**config.mk**
```make
export PLATFORM = sky130hd
export DESIGN_NAME = uart_rx_cfg_flat
export DESIGN_NICKNAME = d
export VERILOG_FILES = /design/src/rtl/uart_pkg.sv /design/src/rtl/uart_rx_cfg_if.sv /design/src/rtl/uart_baud_gen.sv /design/src/rtl/uart_rx_cfg.sv /design/src/flat_wrapper.sv
export SDC_FILE = /design/constraint.sdc
export NUM_CORES = 1
export LEC_CHECK = 0
export BUFFER_PORTS_ARGS = -buffer_cell sky130_fd_sc_hd__buf_2
export CORE_AREA = 2 2 83 61
export CTS_CLUSTER_DIAMETER = 40
export DETAILED_ROUTE_END_ITERATION = 8
export DIE_AREA = 0 0 85 63
export GPL_ROUTABILITY_DRIVEN = 0
export GPL_TIMING_DRIVEN = 0
export HOLD_SLACK_MARGIN = 0.06
export PLACE_DENSITY = 0.78
export SYNTH_ARGS = -nofsm -noshare
export SYNTH_HDL_FRONTEND = slang
export SYNTH_HIERARCHICAL = 1
export SYNTH_SLANG_ARGS = --single-unit
```
**constraint.sdc**
```tcl
create_clock -name clk -period 3.05 [get_ports clk]
set_input_delay 0.1525 -clock clk [delete_from_list [all_inputs] [get_ports clk]]
set_output_delay 0.1525 -clock clk [all_outputs]
set_load 0.02 [all_outputs]
```
**src/rtl/uart_pkg.sv**
```systemverilog
// uart_pkg: shared UART constants, receiver state encoding and baud divider helper
package uart_pkg;
  localparam int PARITY_NONE = 0;
  localparam int PARITY_EVEN = 1;
  localparam int PARITY_ODD  = 2;

  typedef enum logic [2:0] {IDLE, START, DATA, PARITY, STOP, WAIT_HIGH} state_t;

  function automatic int calc_div(input int clk_freq, input int baud, input int os);
    longint d;
    d = (longint'(clk_freq) + longint'(baud) * longint'(os) / longint'(2)) / (longint'(baud) * longint'(os));
    return (d < longint'(1)) ? 1 : int'(d);
  endfunction
endpackage

```
**src/rtl/uart_rx_cfg_if.sv**
```systemverilog
// uart_rx_cfg_if: serial line in, received symbol strobe and status out
interface uart_rx_cfg_if #(parameter int MSG_BITS = 8);
  logic uart_i;
  logic [MSG_BITS-1:0] symbol_o;
  logic newSymbol_o;
  logic parityErr_o;
  logic frameErr_o;
  logic busy_o;
  modport master(output uart_i, input symbol_o, newSymbol_o, parityErr_o, frameErr_o, busy_o);
  modport slave(input uart_i, output symbol_o, newSymbol_o, parityErr_o, frameErr_o, busy_o);
endinterface

```
**src/rtl/uart_baud_gen.sv**
```systemverilog
// uart_baud_gen: one-cycle tick every DIV clocks, phase restartable
module uart_baud_gen #(
  parameter int DIV = 1
) (
  input  logic clk,
  input  logic rst,
  input  logic restart_i,
  output logic tick_o
);
  localparam int W = (DIV > 1) ? $clog2(DIV) : 1;
  logic [W-1:0] cnt_q;
  logic wrap;
  assign wrap = cnt_q == W'(DIV - 1);
  assign tick_o = wrap & ~restart_i;
  always_ff @(posedge clk or posedge rst)
    if (rst) cnt_q <= '0;
    else cnt_q <= (restart_i || wrap) ? '0 : cnt_q + 1'b1;
endmodule

```
**src/rtl/uart_rx_cfg.sv**
```systemverilog
// uart_rx_cfg: configurable UART receiver with parity/framing checks.
// Define UART_RX_MAJORITY_EN to decide each bit by 2-of-3 vote around mid-bit.
module uart_rx_cfg
  import uart_pkg::*;
#(
  parameter int CLK_FREQ    = 50_000_000,
  parameter int BAUD_RATE   = 9600,
  parameter int MSG_BITS    = 8,
  parameter int PARITY_MODE = PARITY_NONE,
  parameter int STOP_BITS   = 1,
  parameter int OVERSAMPLE  = 16
) (
  input logic clk,
  input logic rst,
  uart_rx_cfg_if.slave bus
);
  localparam int DIV = calc_div(CLK_FREQ, BAUD_RATE, OVERSAMPLE);
  localparam int TW  = $clog2(OVERSAMPLE);
  localparam int BW  = $clog2(MSG_BITS);
`ifdef UART_RX_MAJORITY_EN
  localparam int SAMP = OVERSAMPLE / 2;
`else
  localparam int SAMP = OVERSAMPLE / 2 - 1;
`endif
  logic s1_q, s2_q, line_q, fall, tick, restart, samp, bit_v;
  logic [1:0] fill_q;
  logic [TW-1:0] tcnt_q;
  state_t state_q, state_d;
  logic [BW-1:0] bcnt_q, bcnt_d;
  logic [MSG_BITS-1:0] shift_q, shift_d, sym_q, sym_d;
  logic perr_q, perr_d, ferr_q, ferr_d, new_q, new_d, pe_q, pe_d, fe_q, fe_d, busy_q, busy_d;

  // line_q only follows the pin once the synchroniser holds real data, so a
  // line still low at reset release never looks like a start edge
  always_ff @(posedge clk or posedge rst)
    if (rst) begin
      s1_q   <= 1'b1;
      s2_q   <= 1'b1;
      line_q <= 1'b0;
      fill_q <= '0;
    end else begin
      s1_q   <= bus.uart_i;
      s2_q   <= s1_q;
      fill_q <= {fill_q[0], 1'b1};
      line_q <= fill_q[1] & s2_q;
    end
  assign fall = line_q & ~s2_q;

  uart_baud_gen #(.DIV(DIV)) u_baud (.clk(clk), .rst(rst), .restart_i(restart), .tick_o(tick));

  always_ff @(posedge clk or posedge rst)
    if (rst) tcnt_q <= '0;
    else if (restart) tcnt_q <= '0;
    else if (tick) tcnt_q <= (tcnt_q == TW'(OVERSAMPLE - 1)) ? '0 : tcnt_q + 1'b1;
  assign samp = tick && tcnt_q == TW'(SAMP);

`ifdef UART_RX_MAJORITY_EN
  logic [1:0] vote_q;
  always_ff @(posedge clk or posedge rst)
    if (rst) vote_q <= 2'b11;
    else if (tick) vote_q <= {vote_q[0], s2_q};
  assign bit_v = (vote_q[1] & vote_q[0]) | (vote_q[1] & s2_q) | (vote_q[0] & s2_q);
`else
  assign bit_v = s2_q;
`endif

  always_ff @(posedge clk or posedge rst)
    if (rst) begin
      state_q <= IDLE;
      bcnt_q  <= '0;
      shift_q <= '0;
      perr_q  <= 1'b0;
      ferr_q  <= 1'b0;
      sym_q   <= '0;
      new_q   <= 1'b0;
      pe_q    <= 1'b0;
      fe_q    <= 1'b0;
      busy_q  <= 1'b0;
    end else begin
      state_q <= state_d;
      bcnt_q  <= bcnt_d;
      shift_q <= shift_d;
      perr_q  <= perr_d;
      ferr_q  <= ferr_d;
      sym_q   <= sym_d;
      new_q   <= new_d;
      pe_q    <= pe_d;
      fe_q    <= fe_d;
      busy_q  <= busy_d;
    end

  always_comb begin
    state_d = state_q;
    bcnt_d  = bcnt_q;
    shift_d = shift_q;
    perr_d  = perr_q;
    ferr_d  = ferr_q;
    sym_d   = sym_q;
    new_d   = 1'b0;
    pe_d    = 1'b0;
    fe_d    = 1'b0;
    busy_d  = busy_q;
    restart = 1'b0;
    case (state_q)
      IDLE: if (fall) begin
        state_d = START;
        restart = 1'b1;
        busy_d  = 1'b1;
        perr_d  = 1'b0;
        ferr_d  = 1'b0;
        bcnt_d  = '0;
      end
      START: if (samp) begin
        state_d = bit_v ? IDLE : DATA;
        busy_d  = ~bit_v;
      end
      DATA: if (samp) begin
        shift_d = {bit_v, shift_q[MSG_BITS-1:1]};
        bcnt_d  = bcnt_q + 1'b1;
        if (bcnt_q == BW'(MSG_BITS - 1)) begin
          bcnt_d  = '0;
          state_d = (PARITY_MODE != PARITY_NONE) ? PARITY : STOP;
        end
      end
      PARITY: if (samp) begin
        perr_d  = bit_v ^ (^shift_q) ^ (PARITY_MODE == PARITY_ODD);
        state_d = STOP;
      end
      STOP: if (samp) begin
        ferr_d = ferr_q | ~bit_v;
        bcnt_d = bcnt_q + 1'b1;
        if (bcnt_q == BW'(STOP_BITS - 1)) begin
          state_d = bit_v ? IDLE : WAIT_HIGH;
          busy_d  = ~bit_v;
          new_d   = 1'b1;
          sym_d   = shift_q;
          pe_d    = perr_q;
          fe_d    = ferr_q | ~bit_v;
        end
      end
      WAIT_HIGH: if (s2_q) begin
        state_d = IDLE;
        busy_d  = 1'b0;
      end
      default: state_d = IDLE;
    endcase
  end

  assign bus.symbol_o    = sym_q;
  assign bus.newSymbol_o = new_q;
  assign bus.parityErr_o = pe_q;
  assign bus.frameErr_o  = fe_q;
  assign bus.busy_o      = busy_q;
endmodule

```
**src/flat_wrapper.sv**
```systemverilog
// flat-port wrapper written by rule: the top's interface ports become plain ports
module uart_rx_cfg_flat import uart_pkg::*;
#(
  parameter int CLK_FREQ    = 50_000_000,
  parameter int BAUD_RATE   = 9600,
  parameter int MSG_BITS    = 8,
  parameter int PARITY_MODE = PARITY_NONE,
  parameter int STOP_BITS   = 1,
  parameter int OVERSAMPLE  = 16
)
  (clk, rst, bus_uart_i, bus_symbol_o, bus_newSymbol_o, bus_parityErr_o, bus_frameErr_o, bus_busy_o);
  uart_rx_cfg_if #(.MSG_BITS(MSG_BITS)) bus_i ();
  input logic clk;
  input logic rst;
  input wire logic [$bits(bus_i.uart_i)-1:0] bus_uart_i;
  output wire logic [$bits(bus_i.symbol_o)-1:0] bus_symbol_o;
  output wire logic [$bits(bus_i.newSymbol_o)-1:0] bus_newSymbol_o;
  output wire logic [$bits(bus_i.parityErr_o)-1:0] bus_parityErr_o;
  output wire logic [$bits(bus_i.frameErr_o)-1:0] bus_frameErr_o;
  output wire logic [$bits(bus_i.busy_o)-1:0] bus_busy_o;
  assign bus_i.uart_i = bus_uart_i;
  assign bus_symbol_o = bus_i.symbol_o;
  assign bus_newSymbol_o = bus_i.newSymbol_o;
  assign bus_parityErr_o = bus_i.parityErr_o;
  assign bus_frameErr_o = bus_i.frameErr_o;
  assign bus_busy_o = bus_i.busy_o;
  uart_rx_cfg #(.CLK_FREQ(CLK_FREQ), .BAUD_RATE(BAUD_RATE), .MSG_BITS(MSG_BITS), .PARITY_MODE(PARITY_MODE), .STOP_BITS(STOP_BITS), .OVERSAMPLE(OVERSAMPLE)) u_core (.clk(clk), .rst(rst), .bus(bus_i));
endmodule
```
* Word level (Yosys, flattened, before mapping)
Index checks and enable logic that the tools add are counted.
Widths: inputs -> output; s select.
** Word-level totals
- Register bits after elaboration :: 46
- Bits of input ports :: 3
- Output and inout port bits :: 12
- Logic and storage cells :: 102
** Operators by class
- Add/subtract/negate cells :: 3
- Eq/ne operators :: 17
- Mux-type cells :: 42
- Bitwise gates (word level) :: 7
- Reductions and logical operators :: 17
** Operators with widths (count)
- $mux 3 :: 13
- $mux 1 :: 19
- $pmux 3 s6 :: 1
- $ne 2x1->1 const B :: 8
- $mux 4 :: 3
- $add 9x1->9 const B :: 1
- $eq 3x3->1 const B :: 3
- $eq 9x9->1 const B :: 1
- $mux 9 :: 1
- $pmux 3 s3 :: 1
- $reduce_and 3->1 :: 3
- $reduce_and 8->1 :: 1
- $reduce_xor 8->1 :: 1
- $eq 3x2->1 const B :: 2
- $logic_not 3->1 :: 2
- $reduce_and 6->1 :: 1
- $reduce_bool 2->1 :: 3
- $add 4x1->4 const B :: 1
- $eq 4x3->1 const B :: 1
- $eq 4x4->1 const B :: 1
- $pmux 1 s2 :: 2
- $pmux 1 s4 :: 1
- $reduce_and 4->1 :: 1
- $reduce_bool 4->1 :: 1
- 11 further kinds :: 14

* Logic depth before layout (Yosys ltp)
- Depth in word-level cells :: 9
- Gate-level depth with buffers :: 10
- Mapped depth without buffers :: 9

* By module
Netlist, hierarchy kept.
** By module, submodules not included
- uart_rx_cfg :: times used 1, cells each 154, area an instance 1779.2 um^2, sequential area each 928.4 um^2
- uart_baud_gen :: times used 1, cells each 45, area an instance 457.9 um^2, sequential area each 225.2 um^2

* Least setup slack after synthesis
No wires, ideal clock.
- Kind :: flip-flop to flip-flop
- Start :: reg u_core.state_q[1]
- End :: reg u_core.bcnt_q[0]
- Setup time :: 127 ps
- Arrival time :: 2176 ps
- Data required time :: 2923 ps
- Slack :: 747 ps
- Cell stages (with the launch flop) :: 11
- Path buffers :: 2
- Clock period less this slack :: 2303 ps
- Cell sequence :: dfrtp_1 buf_2 nor2_1 and2_1 clkbuf_1 nor2_1 and4b_4 a21oi_2 o22a_4 nor2_4 mux2_1
** Between the ends
- Longest elaborated chain between the ends :: 7
- Elaborated cells between the ends (all ways) :: 13
- Those cells by class :: 5 x eq/ne; 2 x mux; 2 x bitwise; 4 x reduce/logical
** RTL lines
- start, declared :: RTL line uart_rx_cfg.sv:28 : state_t state_q, state_d;
- start signal, assigned :: RTL line uart_rx_cfg.sv:80 : state_q <= state_d;
- $logic_not 3->1 (*) :: RTL line uart_rx_cfg.sv:104 : case (state_q)
- $mux 1 (*) :: RTL line uart_rx_cfg.sv:104
- via u_core.restart :: RTL line uart_rx_cfg.sv:25 : logic s1_q, s2_q, line_q, fall, tick, restart, samp, bit_v;
- $not 1->1 (*) :: RTL line uart_baud_gen.sv:14 : assign tick_o = wrap & ~restart_i;
- $and 1x1->1 (*) :: RTL line uart_baud_gen.sv:14
- via u_core.tick :: RTL line uart_rx_cfg.sv:25
- $logic_and 1x1->1 (*) :: RTL line uart_rx_cfg.sv:55 : assign samp = tick && tcnt_q == TW'(SAMP);
- $ne 2x1->1 (no line)
- $reduce_and 4->1 (no line) (*)
- end signal, assigned :: RTL line uart_rx_cfg.sv:81 : bcnt_q <= bcnt_d;
- end, declared :: RTL line uart_rx_cfg.sv:29 : logic [BW-1:0] bcnt_q, bcnt_d;
The timed path passes the listed nets; every way through them passes the cells marked *.
A chain may end at the register's enable or synchronous reset.

* Final worst setup path
- Start :: reg u_core.state_q[1]
- End :: reg u_core.sym_q[2] (netlist: u_core/bus.symbol_o[2])
** Between the ends
- Longest elaborated chain between the ends :: 6
- Elaborated cells between the ends (all ways) :: 7
- Those cells by class :: 1 x eq/ne; 1 x mux; 2 x bitwise; 3 x reduce/logical
** RTL lines
- $logic_not 3->1 :: RTL line uart_rx_cfg.sv:104
- $mux 1 :: RTL line uart_rx_cfg.sv:104
- via u_core.restart :: RTL line uart_rx_cfg.sv:25
- $not 1->1 :: RTL line uart_baud_gen.sv:14
- $and 1x1->1 :: RTL line uart_baud_gen.sv:14
- via u_core.tick :: RTL line uart_rx_cfg.sv:25
- $logic_and 1x1->1 :: RTL line uart_rx_cfg.sv:55
- $reduce_and 3->1 (no line)
- end signal, assigned :: RTL line uart_rx_cfg.sv:85 : sym_q <= sym_d;
- end, declared :: RTL line uart_rx_cfg.sv:30 : logic [MSG_BITS-1:0] shift_q, shift_d, sym_q, sym_d;
The timed path passes the listed nets, and every way through them passes these cells.

==> impl_metrics.py <==
metrics = {
    "placed_design": {
        "placed_cell_area_sq_um": 2380,
        "dpl_worst_slack_ns": 0.444,
        "dp_hpwl_um": 2700,
        "place_inst": 270,
        "numPortBuffers": 14,
    },
    "setup_path": {
        "cp_common_cell": "nor2_1",
        "worst-setup-path-type": "reg2reg",
        "path_cells": "buf_2 -> nor2_1 -> and2_1 -> clkbuf_1 -> nor2_1 -> and4b_4 -> nand2_4 -> nor2_4 -> mux2_2",
        "crit_buf_inv": 2,
        "cp-start-kind": "flop",
        "endpoint_kind": "flop",
        "arrival_ns": 2.81,
        "cp_slowest_cell": "nor2_1",
        "required_ns": 3.23,
        "critical_path.top_delay_family": "simple AND/OR/NAND/NOR gates",
        "max_stage_delay_ns": 0.38,
        "worst-path-max-fanout": 10,
    },
    "cts": {
        "clkTransAtPathRegs_ns": 0.08,
        "ctsRootBufferMaster": "clkbuf_8",
        "cts_made_buffers": 5,
        "cts_max_level": 2,
        "cts.sinks": 46,
        "cts_tree": "done",
        "cts_buffer_depth": 2,
        "clk_latency_ns": 0.30,
        "cts_resized": 0,
        "post_cts_buffers": 0,
        "cts_hold_buf": 2,
    },
    "floorplanning": {
        "fp.dieH_um": 63,
        "initial_core_util_pct": 48.7,
        "ios": 15,
        "coreArea_sq_um": 4600,
        "fp-row-count": 21,
        "die_w_um": 85,
        "dieArea_sq_um": 5360,
    },
    "logic_synthesis": {
        "synth_most_common_cell": "dfrtp_1",
        "netlist.area_leader.share_pct": 49.2,
        "netlist-cell-type-count": 42,
        "yosys.area.top_type": "dfrtp_1",
        "synth_ff_type": "dfrtp_1",
        "synth_edf_count": 0,
        "synthCells": 199,
        "avgSynthCellArea_sq_um": 11.2,
        "synth-seq-area-share_pct": 51.6,
        "synth_common_cells": "dfrtp_1, mux2_2, nor2_1, o21ai_0",
        "synth.area.top_cells": "dfrtp_1, mux2_2, ha_1, xnor2_1, o21ai_0",
        "synth_seq_cells": 46,
        "syn_area_sq_um": 2240,
        "syn-num-nets": 208,
        "async_flop_share_pct": 100,
        "yosysWarnings": 6,
    },
    "min_path": {
        "worstHoldPathType": "reg2reg",
    },
    "power": {
        "power_density_nw_per_um2": 552,
        "peakVddDrop_v": 0.000214,
        "power.leakage_nw": 1.17,
    },
    "routing": {
        "via_count": 1443,
        "drt-total-wl_um": 3780,
        "detail_route.iter0.violations": 107,
        "ant_nets": 0,
        "drcViolationCount": 0,
        "wire_per_inst_um": 13.5,
        "vias_per_cell": 5.15,
        "drt_pre_antenna_iters": 5,
    },
    "sta": {
        "slew_viol_final": 0,
        "fin_ws_ns": 0.422,
        "rsz0062_at_grt": "no",
        "fin_skew_ns": 0.00371,
        "tightestPinTransition_ns": 0.763,
        "finalCritPeriodShare_pct": 86.2,
        "period_needed_ns": 2.63,
        "finalSetupViolCount": 0,
        "max_freq_mhz": 380,
        "hold_viol_final": 0,
        "slew_headroom_pct": 49.1,
        "fin_tns_setup_ns": 0,
    },
    "final_layout": {
        "n_antenna_cell": 0,
        "drive_above_1_share_pct": 26.0,
        "fin_area_sq_um": 2480,
        "synthToLayoutAreaGrowth_pct": 10.9,
        "fin_cells": 280,
        "nNetsFinal": 231,
        "fin_util_pct": 54.0,
    },
    "global_routing": {
        "grt_overflow": 0,
        "grt_first_pass_wirelength_um": 6850,
        "grt_usage_pct": 16.2,
        "antenna_found_initial": 0,
        "grt_max_degree": 38,
        "first_global_vias": 1455,
    },
    "status": {
        "status": "finished clean",
    },
    "run": {
        "drv_cap": 0,
    },
}
metal layers:
layer,wire [um],GRT usage [%],vias to the layer above,share of wire (%)
met2,1600,22.4,19,42
met3,158,5.94,6,4.2
met1,1980,23.9,686,52
met4,38,4.17,0,1.0
li1,-,-,732,-
met5,0,0,-,0
state kept, by name, summed over array words and instances, names as in the netlist:
name	cells
u_core/bcnt_q	3
u_core/bit_v	1
u_core/bus.busy_o	1
u_core/bus.frameErr_o	1
u_core/bus.newSymbol_o	1
u_core/bus.parityErr_o	1
u_core/bus.symbol_o	8
u_core/ferr_q	1
u_core/fill_q	2
u_core/line_q	1
u_core/perr_q	1
u_core/s1_q	1
u_core/shift_q	8
u_core/state_q	3
u_core/tcnt_q	4
u_core/u_baud/cnt_q	9
kinds of logic (layout without fill, tap and decap cells):
kind of cell               after synthesis  count (layout)  share of synthesized area [%]
and+or+nand+nor                         61              61                           16.0
other                                    1               1                          0.168
adders and majority gates                7               7                           3.80
xor gates and xnor gates                13              13                           5.09
DFF                                     46              46                           51.6
AOI/OAI and AO/OA                       36              36                           10.7
muxes                                   20              20                           9.96
buffers and inverters                   15              39                           2.74
cell usage in the layout (no fill, tap or decap), types with 3 or more instances in the layout:
| master | synthesis | routed |
|---|---|---|
| xor2_1 | 5 | 5 |
| buf_2 | 4 | 18 |
| clkbuf_8 | 0 | 5 |
| nand2_1 | 11 | 11 |
| mux2_2 | 16 | 16 |
| a21oi_1 | 11 | 11 |
| nand3_1 | 5 | 5 |
| ha_1 | 6 | 6 |
| or3_1 | 4 | 4 |
| nor2_1 | 15 | 15 |
| dfrtp_1 | 44 | 44 |
| o21ai_0 | 13 | 13 |
| a21oi_2 | 3 | 3 |
| xnor2_1 | 8 | 8 |
| and2_1 | 3 | 3 |
| nor3_1 | 3 | 3 |
| inv_1 | 10 | 9 |
| nor2b_1 | 5 | 5 |
power by group:
part / leakage [nW] / switching, W / total [W] / internal, W
registers: 0.615 / 0.0000715 / 0.000737 / 0.000665
logic: 0.507 / 0.000165 / 0.000274 / 0.000108
clock network: 0.0450 / 0.000200 / 0.000359 / 0.000159
total: 1.17 / 0.000437 / 0.00137 / 0.000933
path summary, 6_finish.rpt:
path / start / endpoint / slack (ns) / depth (start not counted)
min: u_core/s1_q / u_core/bit_v / 0.36 / 0
min reg2reg: u_core/s1_q / u_core/bit_v / 0.36 / 0
min in group asynchronous: rst / u_core/u_baud/cnt_q[2] / 0.37 / 3
max in group asynchronous: rst / u_core/bus.symbol_o[2] / 2.02 / 3
max: u_core/state_q[1] / u_core/bus.symbol_o[2] / 0.42 / 9
max reg2reg: u_core/state_q[1] / u_core/bus.symbol_o[2] / 0.42 / 9
stage by stage:
stage               power (W)  hold WS, ns
CTS                   0.00138        0.360
global route          0.00146        0.363
global placement      0.00101        0.146
detailed placement    0.00102        0.155
floorplan            0.000952      -0.0196
finish                0.00137        0.358
worst reg2reg max path: cells and delay by family, from the launching register on:
kind / cells / cell delay, ns
DFF: 1 / 0.32
muxes: 1 / 0.38
buffers and inverters: 2 / 0.39
and+or+nand+nor: 6 / 1.42
layout make-up:
class | count | area (sq um)
multi-input combinational | 138 | 1020
buffer | 5 | 23.8
timing repair buffer | 16 | 90.1
sequential | 46 | 1150
inverter | 10 | 37.5
clock buffer | 6 | 72.6
tap | 57 | 71.3
clock inverter | 2 | 10.0
fill | 395 | 2120
No activity file was read; power rests on OpenSTA's default activity.
